### config.mk
export PLATFORM = sky130hd
export DESIGN_NAME = fetch_unit
export DESIGN_NICKNAME = d
export VERILOG_FILES = /design/src/rtl/fetch_pkg.sv /design/src/rtl/fetch_next_pc.sv /design/src/rtl/fetch_unit.sv
export SDC_FILE = /design/constraint.sdc
export NUM_CORES = 1
export LEC_CHECK = 0
export CAP_MARGIN = 20
export CORE_MARGIN = 2
export CORE_UTILIZATION = 30
export CTS_BUF_LIST = sky130_fd_sc_hd__clkbuf_16
export DETAILED_ROUTE_END_ITERATION = 7
export PLACE_DENSITY_LB_ADDON = 0.12
export SLEW_MARGIN = 20
export SYNTH_ARGS = -nofsm -noshare
export SYNTH_HDL_FRONTEND = slang
export SYNTH_HIERARCHICAL = 1
export SYNTH_SLANG_ARGS = --single-unit
### constraint.sdc
create_clock -name clk -period 4.2 [get_ports clk]
set_input_delay 0.42 -clock clk [delete_from_list [all_inputs] [get_ports clk]]
set_output_delay 0.42 -clock clk [all_outputs]
set_load 0.02 [all_outputs]
### src/rtl/fetch_pkg.sv
// Shared types and constants for the instruction fetch unit.
package fetch_pkg;

  localparam int unsigned PcW = 32;

  // Instruction word field positions
  localparam int unsigned OpcodeMsb = 31;
  localparam int unsigned OpcodeLsb = 26;
  localparam int unsigned TargetMsb = 25;
  localparam int unsigned TargetLsb = 0;
  localparam int unsigned ImmMsb    = 15;
  localparam int unsigned ImmLsb    = 0;

  typedef enum logic {
    FETCH   = 1'b0,
    DELIVER = 1'b1
  } fetch_state_e;

endpackage

### src/rtl/fetch_next_pc.sv
// Combinational next-PC selection: jump/jal, conditional branch, or sequential PC+4.
module fetch_next_pc
  import fetch_pkg::*;
#(
  parameter int unsigned IMM_W = 16
) (
  input  logic [PcW-1:0]   pc_i,
  input  logic             branch_i,
  input  logic             branch_ne_i,
  input  logic             jump_i,
  input  logic             jal_i,
  input  logic             alu_zero_i,
  input  logic [IMM_W-1:0] imm_i,
  input  logic [25:0]      target_i,
  output logic [PcW-1:0]   pc_plus4_o,
  output logic [PcW-1:0]   next_pc_o
);

  logic [PcW-1:0] pc_plus4;
  logic [PcW-1:0] imm_sext;
  logic           taken;

  always_comb begin
    pc_plus4 = pc_i + 32'd4;
    imm_sext = {{(PcW - IMM_W){imm_i[IMM_W-1]}}, imm_i};
    // Setting both branch flags takes the branch on either condition
    taken    = (branch_i & alu_zero_i) | (branch_ne_i & ~alu_zero_i);
    if (jump_i || jal_i) begin
      next_pc_o = {pc_plus4[PcW-1:PcW-4], target_i, 2'b00};
    end else if (taken) begin
      next_pc_o = pc_plus4 + {imm_sext[PcW-3:0], 2'b00};
    end else begin
      next_pc_o = pc_plus4;
    end
    pc_plus4_o = pc_plus4;
  end

endmodule

### src/rtl/fetch_unit.sv
// Two-state instruction fetch unit: request from imem, then hand the word to decode.
// Optional performance counters are built when FETCH_PERF_CNT_EN is defined.
module fetch_unit
  import fetch_pkg::*;
#(
  parameter logic [31:0] RESET_PC = 32'h0000_0000,
  parameter int unsigned IMM_W    = 16
) (
  input  logic             clk,
  input  logic             rst_n,
  output logic             imem_req,
  output logic [31:0]      imem_addr,
  input  logic             imem_ack,
  input  logic [31:0]      imem_rdata,
  output logic [31:0]      instr,
  output logic             instr_valid,
  input  logic             instr_ready,
  input  logic             branch,
  input  logic             branch_ne,
  input  logic             jump,
  input  logic             jal,
  input  logic             alu_zero,
  input  logic [IMM_W-1:0] imm16,
  input  logic [25:0]      target26,
  output logic [31:0]      link_addr
`ifdef FETCH_PERF_CNT_EN
  ,
  output logic [31:0]      perf_fetched,
  output logic [31:0]      perf_stall
`endif
);

  fetch_state_e   state_q, state_d;
  logic [PcW-1:0] pc_q, pc_d;
  logic [31:0]    instr_q, instr_d;
  logic [PcW-1:0] link_q, link_d;
  logic [PcW-1:0] pc_plus4;
  logic [PcW-1:0] next_pc;

  fetch_next_pc #(
    .IMM_W(IMM_W)
  ) u_next_pc (
    .pc_i        (pc_q),
    .branch_i    (branch),
    .branch_ne_i (branch_ne),
    .jump_i      (jump),
    .jal_i       (jal),
    .alu_zero_i  (alu_zero),
    .imm_i       (imm16),
    .target_i    (target26),
    .pc_plus4_o  (pc_plus4),
    .next_pc_o   (next_pc)
  );

  always_comb begin
    state_d     = state_q;
    pc_d        = pc_q;
    instr_d     = instr_q;
    link_d      = link_q;
    imem_req    = 1'b0;
    instr_valid = 1'b0;
    unique case (state_q)
      FETCH: begin
        imem_req = 1'b1;
        if (imem_ack) begin
          instr_d = imem_rdata;
          link_d  = pc_plus4;
          state_d = DELIVER;
        end
      end
      DELIVER: begin
        // Control inputs only matter here, on the handshake
        instr_valid = 1'b1;
        if (instr_ready) begin
          pc_d    = next_pc;
          state_d = FETCH;
        end
      end
    endcase
  end

  always_ff @(posedge clk) begin
    if (!rst_n) begin
      state_q <= FETCH;
      pc_q    <= RESET_PC;
      instr_q <= '0;
      link_q  <= '0;
    end else begin
      state_q <= state_d;
      pc_q    <= pc_d;
      instr_q <= instr_d;
      link_q  <= link_d;
    end
  end

  assign imem_addr = pc_q;
  assign instr     = instr_q;
  assign link_addr = link_q;

`ifdef FETCH_PERF_CNT_EN
  logic [31:0] perf_fetched_q;
  logic [31:0] perf_stall_q;

  always_ff @(posedge clk) begin
    if (!rst_n) begin
      perf_fetched_q <= '0;
      perf_stall_q   <= '0;
    end else begin
      if (instr_valid && instr_ready) perf_fetched_q <= perf_fetched_q + 32'd1;
      if (imem_req && !imem_ack)      perf_stall_q   <= perf_stall_q + 32'd1;
    end
  end

  assign perf_fetched = perf_fetched_q;
  assign perf_stall   = perf_stall_q;
`endif

endmodule

Yosys cells after proc, flatten, opt, wreduce, memory -nomap -nowiden
Index checks and enable logic that the tools add are counted.
- word-level logic and storage cells: 21
- register bits: 97
- ROM bits: 0
- input bits: 83
- output and inout bits: 98
- bits in latches: 0
- RAM bits: 0
- memories: 0
- shift operators: 0
- bitwise logic cells: 5
- divide/modulo/power cells: 0
- reduce and logical (&&, ||, !) cells: 3
- add/sub/neg operators: 2
- muxes and demuxes: 7
- eq/ne operators: 0
- magnitude comparators: 0
- $mul: 0
- operator list (kind ; count):
    two-way mux 32 bit ; 2
    adder 32 x 3 -> 32 bit, second input constant ; 1
    adder 32 bit ; 1
    two-way mux 1 bit ; 4
    AND reduction 2 bit ; 2
    bitwise AND 1 bit ; 2
    inverter 1 bit ; 2
    one-hot mux 1 bit (2 select lines) ; 1
    logical OR 1 bit ; 1
    bitwise OR 1 bit ; 1

Logic depth before layout (Yosys ltp)
- depth after elaboration: 5
- depth in mapped cells: 19

Modules after synthesis
The synthesis kept the hierarchy.
- modules (own cells, without submodules) (module ; cells an instance ; times used ; sequential area each (sq um) ; area an instance (sq um)):
    fetch_unit ; 429 ; 1 ; 1941.9 ; 3860.0
    fetch_next_pc ; 398 ; 1 ; 0.0 ; 2721.4

Least setup slack after synthesis
OpenSTA, ideal clock, no wires.
- kind: register -> register
- from: register pc_q[7], in the netlist imem_addr[7]
- to: register pc_q[31], in the netlist imem_addr[31]
- path buffers: 0
- arrival time: 3.851 ns
- library setup time: 0.123 ns
- slack: 0.226 ns
- stages on the path, launching flop included: 18
- cells stage by stage: dfxtp_1 -> nand3_1 -> or3_1 -> nor2_1 -> and4_4 -> nand3_4 -> nor2_1 -> xor2_1 -> ha_1 -> and3_4 -> a221oi_2 -> o21ai_1 -> a21o_1 -> or4_1 -> and3_1 -> xnor2_1 -> nand4_1 -> o21ai_0
- cells in the longest elaborated chain, start to end: 4
- ends and longest elaborated chain (what ; RTL line ; text):
    start: declaration ; fetch_unit.sv:34 ; logic [PcW-1:0] pc_q, pc_d;
    start signal: assignment ; fetch_unit.sv:90 ; pc_q <= pc_d;
    adder 32 x 3 -> 32 bit ; fetch_next_pc.sv:24 ; pc_plus4 = pc_i + 32'd4;
    named net pc_plus4[26] ; fetch_unit.sv:37 ; logic [PcW-1:0] pc_plus4;
    adder 32 bit ; fetch_next_pc.sv:31 ; next_pc_o = pc_plus4 + {imm_sext[PcW-3:0], 2'b00};
    two-way mux 32 bit ; fetch_next_pc.sv:30 ; end else if (taken) begin
    two-way mux 32 bit ; fetch_next_pc.sv:28 ; if (jump_i || jal_i) begin
    named net next_pc[31] ; fetch_unit.sv:38 ; logic [PcW-1:0] next_pc;
The timed path passes the listed nets, and every way through them passes these cells.
A chain may end at the register's enable or synchronous reset.

Final worst setup path
- from: register pc_q[10], in the netlist imem_addr[10]
- to: register pc_q[31], in the netlist imem_addr[31]
Same word-level chain as after synthesis.

==> summary.md <==
| Metric | Value |
|---|---|
| Initial antenna violation count | 0 |
| Hold path start | instr[20]$_SDFFE_PN0P_ |
| Max-Cap Viols | 0 |
| Relative slew margins | 33.6% |
| P per Cell Area | 273 mW/mm2 |
| Final ANT Viol Nets | 0 |
| Final Hold Fails | 0 |
| Clock power frac | 35.4% |
| Top-area cell type share of the netlist area | 29.5% |
| Clock buffer depth | 2 |
| Setup Skew | 9.04 ps |
| Register area share after synthesis | 29.5% |
| P_leak | 3.57 nW |
| Fin Setup TNS | 0 ps |
| RSZ-0062 raised after global routing | true |
| Fillers | 2236 |
| Dpl cell area | 0.00861 mm2 |
| Core area | 0.0217 mm2 |
| FF-to-FF End | imem_addr[31]$_SDFFE_PN0P_ |
| Number of diodes | 0 |
| Post-synth top cells | nand2_1 (203), dfxtp_1 (97), mux2i_1 (67), o21ai_0 (54), nor2_1 (45) |
| Reg2reg start | imem_addr[10]$_SDFFE_PN0P_ |
| Syn-to-layout area delta | 36.0% |
| # DRC | 0 |
| Remaining Overflow, GRT | 0 |
| Starting Density | 30.3% |
| Die H | 152 um |
| Worst setup path end | imem_addr[31]$_SDFFE_PN0P_ |
| Pin count of the biggest net entering global routing | 133 |
| Worst setup startpoint | imem_addr[10]$_SDFFE_PN0P_ |
| FP Rows | 54 |
| CP Class | reg2reg |
| Crit path capture type | flop |
| Status | complete, no violations |
| Reg2Reg Setup Slack | 300 ps |
| Vias in the first global route | 6222 |
| Top fanout value on the critical path | 5 |
| Post-synth cell types | 67 |
| EDFF count, synth | 0 |
| Layout cell share with drive strength beyond 1 | 7.62% |
| Sw Pwr | 788 uW |
| Via count | 6370 |
| CTS tree | yes |
| Fmax | 256 MHz |
| Num CTS Buffers | 9 |
| Final Max Tran Viols | 0 |
| I/O pin count | 181 |
| Die width | 152 um |
| Worst Path Required | 4440 ps |
| PnR Total Power | 2.44 mW |
| R2R depth | 16 |
| Final wirelength | 21500 um |
| Post-Syn Nets | 947 |
| DR iter-0 viols | 430 |
| Maximum vdd drop | 174 uV |
| Crit path arrival time | 4140 ps |
| Area contributors post-synth | dfxtp_1 (30%), nand2_1 (12%), mux2i_1 (10%), ha_1 (6.8%), o21ai_0 (4.1%) |
| Final core occ | 41.3% |
| CTS root buf | clkbuf_16 |
| Setup violators final | 0 |
| Htree depth | 3 |
| Pint | 1.65 mW |
| Footprint of the multi-input gates | 0.00430 mm2 |
| Cell Area, Synth | 0.00658 mm2 |
| Primary FF master, synth | dfxtp_1 |
| Comb power frac | 24.4% |
| Syn Inst Count | 827 |
| Sequential cell fraction of total power | 40.3% |
| Worst slack, placed | 246 ps |
| Post-layout min period | 3900 ps |
| All-Layer GR Usage | 18.2% |
| YS warnings | 6 |
| Worst setup SP type | flop |
| #FFs+latches synth | 97 |
| IO buf count | 180 |
| # nets final | 1112 |
| FF+latch area | 0.00194 mm2 |
| Syn avg cell area | 7.96 um2 |
| Clk slew on worst S/H paths | 80 ps |
| First-pass GRT wire length | 34300 um |
| Design area | 0.00895 mm2 |
| Top-count cell post-synth | nand2_1 |
| Post-synth top area cell | dfxtp_1 |
| First drt pass iteration count | 5 |
| Final worst path period share | 92.8% |
| Final WS setup | 300 ps |
| CTS Sinks | 97 |
| DR vias/cell | 4.99 |
| Die area | 0.0231 mm2 |
| Least-Margin Pin Slew | 996 ps |
| Placer Congestion | 0.864 |
| Drt wl/cell | 16.8 um |
| HP Class | reg2reg |
| Clk Latency, worst-skew pair | 360 ps |
| Switching share of power | 32.3% |
| Hpwl dp | 15700 um |
| Async SR Flop Fraction | 0% |
==> timing repair <==
item,CTS,global route
endpoints found under the setup margin,0,4
gates resized for setup,0,8
hold buffers,0,0
setup buffers,0,0
==> how the worst min path moves through the flow <==
stage / endpoint / slack, ps / cells past startpoint
3_5_place_dp: link_addr[20]$_SDFFE_PN0P_ / 450 / 2
5_1_grt: instr[20]$_SDFFE_PN0P_ / 470 / 2
3_3_place_gp: link_addr[30]$_SDFFE_PN0P_ / 440 / 2
4_1_cts: instr[9]$_SDFFE_PN0P_ / 460 / 2
2_1_floorplan: instr[0]$_SDFFE_PN0P_ / 530 / 2
6_report: instr[20]$_SDFFE_PN0P_ / 460 / 2
==> stage by stage <==
step,hold slack [ps],std cells
after floorplan,532,827
after global placement,444,1261
after detailed placement,447,1261
after CTS,461,1277
after global routing,474,1277
final,459,1277
==> layout make-up <==
class | instances | area share, %
repair buffers | 208 | 22.6
clock inverters | 7 | 0.908
inverters | 9 | 0.377
flip-flops and latches | 97 | 21.7
well taps | 280 | 3.91
multi-input cells | 667 | 48.0
clock buffers | 9 | 2.52
==> per-layer routing <==
metal	GRT usage (%)	vias up	routed length, um
met5	0	-	0
met4	3.34	0	218
met3	3.94	17	1080
met2	30.3	185	9930
met1	24.4	2945	10200
li1	-	3223	-
==> cell families after synthesis <==
group,Yosys count,share of synthesized area (%)
simple gates,346,24.0
compound gates,166,16.3
flops,97,29.5
mux,68,10.4
buf+inv,63,5.87
xor+xnor,50,6.77
fa+ha+maj,37,7.15
==> critical path, stage by stage (launching register included) <==
cell and delay, ps:
dfxtp_1 360, inv_1 80, or3_1 410, nor2_2 200
and4_4 290, nand4_1 140, xnor2_2 250, ha_1 320
and3_4 190, a221oi_2 300, o21ai_1 90, a21o_1 200
or4_1 490, and3_1 190, xnor2_1 120, nand4_1 60
o21ai_0 100
==> registers in the layout (all words and copies together), names as in the netlist <==
signal     cells
imem_addr     32
instr         32
link_addr     32
state_q        1
==> power groups by stage <==
stage | clock network [mW] | registers (mW) | logic (mW)
4_1_cts | 0.898 | 0.983 | 0.598
6_report | 0.864 | 0.983 | 0.595
3_3_place_gp | 0 | 1.00 | 0.599
2_1_floorplan | 0 | 1.05 | 0.315
5_1_grt | 0.927 | 0.988 | 0.646
3_5_place_dp | 0 | 1.00 | 0.595
==> layout by cell type (no fill, tap or decap), types with 9 or more instances in the layout <==
master / netlist / final
nand2_1: 203 / 203
clkdlybuf4s50_1: 0 / 179
dfxtp_1: 97 / 97
mux2i_1: 67 / 66
o21ai_0: 54 / 54
nand4_1: 42 / 42
nor2_1: 45 / 42
a21oi_1: 40 / 40
ha_1: 36 / 36
buf_4: 3 / 27
xnor2_1: 28 / 26
a21o_1: 21 / 21
xor2_1: 21 / 20
nand3_1: 15 / 15
inv_1: 9 / 9
clkbuf_16: 0 / 9
No activity file was read; power rests on OpenSTA's default activity.
